[src/rtl/wave_capture.sv]
// wave_capture
//   Capture stage feeding the waveform display renderer. Watches the audio
//   sample stream for a positive-going zero crossing. It then writes 256
//   consecutive samples into the half of a 512-entry dual-port RAM that the
//   display is not reading. When the display reports vertical blanking, it
//   swaps halves.
//
// Ports
//   clk                in   system clock
//   reset              in   synchronous, active-high reset
//   new_sample_ready   in   one-cycle strobe, new_sample_in valid
//   new_sample_in      in   signed audio sample, SAMPLE_W bits
//   wave_display_idle  in   high while the display is not scanning the waveform
//   write_address      out  RAM write address {~read_index, offset}
//   write_enable       out  RAM write strobe, one cycle per written sample
//   write_sample       out  8-bit offset-binary version of the sample
//   read_index         out  RAM half currently read by the display
//   capturing          out  high while a capture is in progress
//
// Parameters
//   SAMPLE_W      sample width, at least 8
//   TRIG_TIMEOUT  samples in ARMED before a forced trigger, 0 disables

module wave_capture #(
  parameter int SAMPLE_W     = 16,
  parameter int TRIG_TIMEOUT = 1024
) (
  input  logic                clk,
  input  logic                reset,
  input  logic                new_sample_ready,
  input  logic [SAMPLE_W-1:0] new_sample_in,
  input  logic                wave_display_idle,
  output logic [8:0]          write_address,
  output logic                write_enable,
  output logic [7:0]          write_sample,
  output logic                read_index,
  output logic                capturing
);

  localparam int TW = (TRIG_TIMEOUT < 1) ? 1 : $clog2(TRIG_TIMEOUT + 1);

  localparam logic [1:0] ST_ARMED  = 2'd0;
  localparam logic [1:0] ST_ACTIVE = 2'd1;
  localparam logic [1:0] ST_WAIT   = 2'd2;

  logic [1:0]    state;
  logic [7:0]    offset;
  logic [TW-1:0] timeout_cnt;
  // Only the sign of the previous sample matters for crossing detection,
  // so the previous-sample register keeps just that bit.
  logic          prev_sign;

  logic          sample_sign;
  logic          crossing;
  logic          timeout_hit;
  logic [7:0]    sample_byte;

  assign sample_sign = new_sample_in[SAMPLE_W-1];
  assign crossing    = prev_sign & ~sample_sign;
  // The counter holds the number of samples already seen in ARMED, so the
  // current strobe is the TRIG_TIMEOUT-th one when it equals TRIG_TIMEOUT-1.
  assign timeout_hit = (TRIG_TIMEOUT != 0) &&
                       (timeout_cnt == TW'(TRIG_TIMEOUT - 1));
  // Flipping the sign bit turns the top byte from two's complement into
  // offset binary.
  assign sample_byte = {~new_sample_in[SAMPLE_W-1],
                        new_sample_in[SAMPLE_W-2 -: 7]};

  always_ff @(posedge clk) begin
    if (reset) begin
      state         <= ST_ARMED;
      offset        <= 8'd0;
      timeout_cnt   <= '0;
      prev_sign     <= 1'b0;
      read_index    <= 1'b0;
      write_enable  <= 1'b0;
      write_address <= 9'd0;
      write_sample  <= 8'd0;
      capturing     <= 1'b0;
    end else begin
      write_enable <= 1'b0;

      if (new_sample_ready) begin
        prev_sign <= sample_sign;
      end

      case (state)
        ST_ARMED: begin
          if (new_sample_ready) begin
            if (crossing || timeout_hit) begin
              write_enable  <= 1'b1;
              write_address <= {~read_index, 8'd0};
              write_sample  <= sample_byte;
              offset        <= 8'd1;
              timeout_cnt   <= '0;
              state         <= ST_ACTIVE;
              capturing     <= 1'b1;
            end else if (timeout_cnt != {TW{1'b1}}) begin
              timeout_cnt <= timeout_cnt + 1'b1;
            end
          end
        end

        ST_ACTIVE: begin
          if (new_sample_ready) begin
            write_enable  <= 1'b1;
            write_address <= {~read_index, offset};
            write_sample  <= sample_byte;
            offset        <= offset + 8'd1;
            if (offset == 8'd255) begin
              state     <= ST_WAIT;
              capturing <= 1'b0;
            end
          end
        end

        ST_WAIT: begin
          // The swap happens only here, so the display never sees a half
          // that is still being written.
          if (wave_display_idle) begin
            read_index  <= ~read_index;
            timeout_cnt <= '0;
            state       <= ST_ARMED;
          end
        end

        default: begin
          state     <= ST_ARMED;
          capturing <= 1'b0;
        end
      endcase
    end
  end

endmodule

[config.mk]
export PLATFORM = sky130hd
export DESIGN_NAME = wave_capture
export DESIGN_NICKNAME = d
export VERILOG_FILES = /design/src/rtl/wave_capture.sv
export SDC_FILE = /design/constraint.sdc
export NUM_CORES = 1
export LEC_CHECK = 0
export ABC_AREA = 1
export CELL_PAD_IN_SITES_DETAIL_PLACEMENT = 1
export CELL_PAD_IN_SITES_GLOBAL_PLACEMENT = 2
export CORE_UTILIZATION = 30
export DETAILED_ROUTE_END_ITERATION = 6
export PLACE_DENSITY_LB_ADDON = 0.2
export SETUP_SLACK_MARGIN = 0.05
export SLEW_MARGIN = 30
export SYNTH_ARGS = -nofsm -noshare
export SYNTH_HDL_FRONTEND = slang
export SYNTH_SLANG_ARGS = --single-unit
[constraint.sdc]
create_clock -name clk -period 4 [get_ports clk]
set_input_delay 0.8 -clock clk [delete_from_list [all_inputs] [get_ports clk]]
set_output_delay 0.8 -clock clk [all_outputs]
set_load 0.02 [all_outputs]
# Word-level counts from Yosys, hierarchy flattened

Cells that the tools add are included.

Register bits after elaboration: 42
Bits of input ports: 20
Logic and storage cells: 67

$add $sub $neg: 2
Equality and inequality tests: 11
Multiplexer cells: 32
Bitwise gates (word level): 4
Reduce and logical (&&, ||, !) cells: 9

Operators with widths:

| kind                    | count |
|---|---|
| $mux W8                 | 6 |
| $mux W11                | 4 |
| $pmux W8 S2             | 2 |
| $mux W9                 | 3 |
| $pmux W11 S2            | 1 |
| $pmux W9 S2             | 1 |
| $add A11 B1 Y11 const B | 1 |
| $eq A11 B10 Y1 const B  | 1 |
| $ne A11 B11 Y1 const B  | 1 |
| $mux W2                 | 5 |
| $ne A2 B2 Y1 const B    | 5 |
| $reduce_and A5 Y1       | 2 |
| $add A8 B1 Y8 const B   | 1 |
| $eq A8 B8 Y1 const B    | 1 |
| $reduce_and A4 Y1       | 2 |
| $mux W1                 | 7 |
| $pmux W2 S3             | 1 |
| $reduce_bool A2 Y1      | 2 |
| $ne A3 B3 Y1 const B    | 1 |
| $not A1 Y1              | 3 |
| $pmux W1 S3             | 1 |
| $eq A2 B1 Y1 const B    | 1 |
| $eq A2 B2 Y1 const B    | 1 |
| $logic_not A2 Y1        | 1 |
| 4 further kinds         | 4 |

# Longest topological paths before layout

Depth after elaboration: 6
Mapped depth: 10
Gate-level depth less buffers: 10

# Worst setup path before layout

No wires, ideal clock.

Path kind: in2reg
Start point: input port new_sample_in[15]
End point: register timeout_cnt[9]
Library setup time: 0.112 ns
Arrival: 1.610 ns
Data required time: 3.888 ns
Setup slack: 2.279 ns
Cell stages on the path: 9
Path buffers: 1
Cells stage by stage: inv_1 > nand2_1 > nand3_1 > nor2_2 > nor2_2 > buf_6 > nand2_2 > nor2_1 > nor2_1

Word-level cells in the longest chain between the ends: 6
Elaborated cells on any way between the ends: 8
Classes of those cells: eq/ne (1); mux (3); bitwise (2); reduce/logical (2)

RTL lines:

| element                | line | source |
|---|---|---|
| start: declaration     | 31   | `input logic [SAMPLE_W-1:0] new_sample_in,` |
| $not A1 Y1 (*)         | 59   | `assign crossing = prev_sign & ~sample_sign;` |
| $and A1 B1 Y1 (*)      | 59   |  |
| $logic_or A1 B1 Y1 (*) | 90   | `if (crossing \|\| timeout_hit) begin` |
| $mux W11               | 90   |  |
| $mux W11               | 89   | `if (new_sample_ready) begin` |
| $pmux W11 S2           | 87   | `case (state)` |
| end signal: assignment | 99   | `timeout_cnt <= timeout_cnt + 1'b1;` |
| end: declaration       | 48   | `logic [TW-1:0] timeout_cnt;` |

Every way passes the cells marked *; elsewhere a longest branch is shown, timed or not. The select of a mux whose other input is x is not followed.
A chain may end at the register's enable or synchronous reset.

# Worst setup path in the final report

Start point: input port new_sample_ready
End point: register write_sample[2]

Word-level cells in the longest chain between the ends: 2
Elaborated cells on any way between the ends: 3
Classes of those cells: eq/ne (2); reduce/logical (1)

RTL lines:

| element                                | line | source |
|---|---|---|
| start: declaration                     | 30   | `input logic new_sample_ready,` |
| $ne A2 B2 Y1 (no source line)          | -    |  |
| $reduce_and A4 Y1 (no source line) (*) | -    |  |
| end signal: assignment                 | 93   | `write_sample <= sample_byte;` |
| end signal: assignment                 | 108  | `write_sample <= sample_byte;` |
| end: declaration                       | 35   | `output logic [7:0] write_sample,` |

Every way passes the cells marked *; elsewhere a longest branch is shown, timed or not.

==> qor.txt <==
I/O pin cnt -> 40
Area leader, netlist -> dfxtp_1
GRT overflow -> 0
CP startpoint -> new_sample_ready
Pwr per Cell Area -> 328.9 nW/um^2
Area growth from synthesis to layout -> 23.43%
Post-CTS Setup Repair Bufs -> 0
Critical R2R Capture -> write_sample[2]
Synth top area share -> 0.3946
# rows -> 30
CTS Buffer Depth -> 2
Floorplan Core Area -> 6832 um^2
Die Area -> 7443 um^2
Die height -> 86.28 um
Post-route antenna net violation count -> 0
Mean Syn Cell Area -> 6.680 um^2
# hold bufs at CTS -> 0
Synth cell types -> 26
Post-Synthesis Cells -> 319
Total CTS buffers -> 5
Worst slew margin -> 0.5981
Crit Reg-Reg Startpoint -> timeout_cnt[0]
VDD IR max -> 0.1171 mV
Worst R2R Path Depth -> 9
R2r setup slk -> 2.04 ns
Initial antenna violation count -> 0
DR WL/cell -> 12.36 um
First-pass GRT wire length -> 9.363 mm
Total wire length -> 5.538 mm
Overall routing resource usage -> 0.1601
Placer Congestion -> 0.7641
Post-CTS Resized -> 0
Clk root buf -> clkbuf_8
Initial Utilization -> 0.3119
DRC viols -> 0
Worst Path Max Fanout -> 27
Pin count of the biggest net entering global routing -> 28
Clock Skews -> 0.006487 ns
Status -> finished, final reports clean
Max Cap Violations -> 0
Final Critical Period -> 2.313 ns
XOR/XNOR share of the synthesized area -> 0.004110
Yosys warns -> 0
Via count -> 2024
DP HPWL -> 3.948 mm
Setup crit end -> write_sample[2]
Setup crit end kind -> flip-flop
Fmax -> 432.3 MHz
Hold Fails Final Rpt -> 0
Share of cells above drive strength 1 -> 0.07955
RSZ-0062 raised after global routing -> no
Leading post-synthesis cells by cell area -> dfxtp_1 (39%), nand2_1 (13%), nor2_1 (11%), nand3_1 (7.0%), inv_1 (6.2%)
Clock sink count -> 42
Clock slew at reported path FFs -> 0.08 ns
Leakage power -> 1.009 nW
Vias/cell -> 4.518
H-Tree Level Count -> 2
Most common cell after layout, fill and taps aside -> nand2_1
Die Span X -> 86.28 um
WP data required -> 4.24 ns
Simple-gate area share of the yosys netlist -> 0.3940
Part of the cycle the worst path needs -> 0.5784
CP startpoint kind -> primary input
#FFs+latches synth -> 42
Synthesized cell area -> 2131 um^2
Skew-Pair Late Insertion Delay -> 0.30 ns
Post-synthesis mux area share -> 0
Cell Count, Final, Fillers Out -> 448
Setup tns final -> 0 ns
Fin nets -> 373
Most frequent cells in the layout -> nand2_1 (75), nor2_1 (60), dfxtp_1 (42)
Syn nets -> 341
Tightest Pin Transition -> 0.6014 ns
Placed cell count -> 440
Main combinational cell family by area after synthesis -> simple AND/OR/NAND/NOR gates
Number of port buffers -> 31
Endpoints failing setup -> 0
CP Class -> in2reg
DR iter-0 viols -> 69
CTS tree -> built
Max Slew Vio Count -> 0
Drt pass-1 iters -> 4
HP Class -> reg2reg
Compound-cell area share of the yosys netlist -> 0.1022
Arrival time worst endpoint -> 2.55 ns
Synthesized-area fraction occupied by adder cells -> 0.01174
Sequential area share after synthesis -> 0.3946
Diodes inserted -> 0
Vias in the first global route -> 1977
Final hold slack -> 0.4614 ns
==> final cells by class <==
type / instances / area, um^2
clock buffers: 6 / 72.57
clock inverters: 2 / 37.54
fillers: 891 / 4202
inverters: 38 / 142.6
multi-input cells: 231 / 1091
flip-flops and latches: 42 / 840.8
well taps: 96 / 120.1
repair buffers: 33 / 325.3
==> synthesized netlist by cell type (all sizes together) <==
master,count
buf,6
nand3,32
xor2,1
nand4,4
o22ai,1
nor3,2
ha,2
dfxtp,42
nor3b,1
a21oi,14
o21bai,3
nand2,80
o21ai,23
clkbuf,2
nor2,68
inv,38
==> worst min-delay path by stage <==
stage                      to  slack, ns  depth (start not counted)  startpoint
floorplan           offset[7]       0.46                          2   offset[7]
global placement    capturing       0.44                          2   capturing
detailed placement  capturing       0.45                          2   capturing
CTS                 capturing       0.47                          2   capturing
global route        capturing       0.50                          2   capturing
finish              capturing       0.46                          2   capturing
==> where the power goes <==
| group | leakage, nW | internal [mW] | total (mW) | switching [mW] |
|---|---|---|---|---|
| combinational | 0.617 | 0.0352 | 0.0895 | 0.0542 |
| clock | 0.0514 | 0.186 | 0.339 | 0.153 |
| sequential | 0.340 | 0.428 | 0.436 | 0.00802 |
| total | 1.01 | 0.650 | 0.865 | 0.215 |
==> cells by family (layout without fill, tap and decap cells) <==
kind of cell,Yosys count,after routing
AOI/OAI and AO/OA,41,41
buffers and inverters,46,79
DFF,42,42
and+or+nand+nor,187,187
xor gates and xnor gates,1,1
adders and majority gates,2,2
==> metrics by stage <==
step                power (mW)    util  setup WS [ns]  cell area [um^2]
floorplan               0.5015       -          2.279              2131
global placement        0.5364  0.3689          1.320              2520
detailed placement      0.5371  0.3689          1.316              2520
CTS                     0.8854  0.3850          1.646              2630
global route            0.9105  0.3850          1.472              2630
finish                  0.8651  0.3850          1.687              2630
==> registers in the layout, indices dropped and copies added, names as in the netlist <==
register / cells
write_address: 9
timeout_cnt: 11
state: 2
capturing: 1
read_index: 1
prev_sign: 1
offset: 8
write_enable: 1
write_sample: 8
==> worst max-delay path, cell delays in order <==
cell and delay [ns]:
clkdlybuf4s50_1 0.53, inv_1 0.11, nor2_2 0.39, nand2_4 0.31
inv_2 0.24, nor2_1 0.06, nor2_1 0.09
==> layer usage <==
metal  GRT usage  part of all wire  vias to the layer above
li1            -                 -                     1068
met1      0.2093              0.50                      917
met2      0.2590              0.46                       33
met3     0.04000             0.036                        6
met4     0.05152             0.011                        0
met5           0                 0                        -
Note: power is estimated with default switching activity, not from simulation.
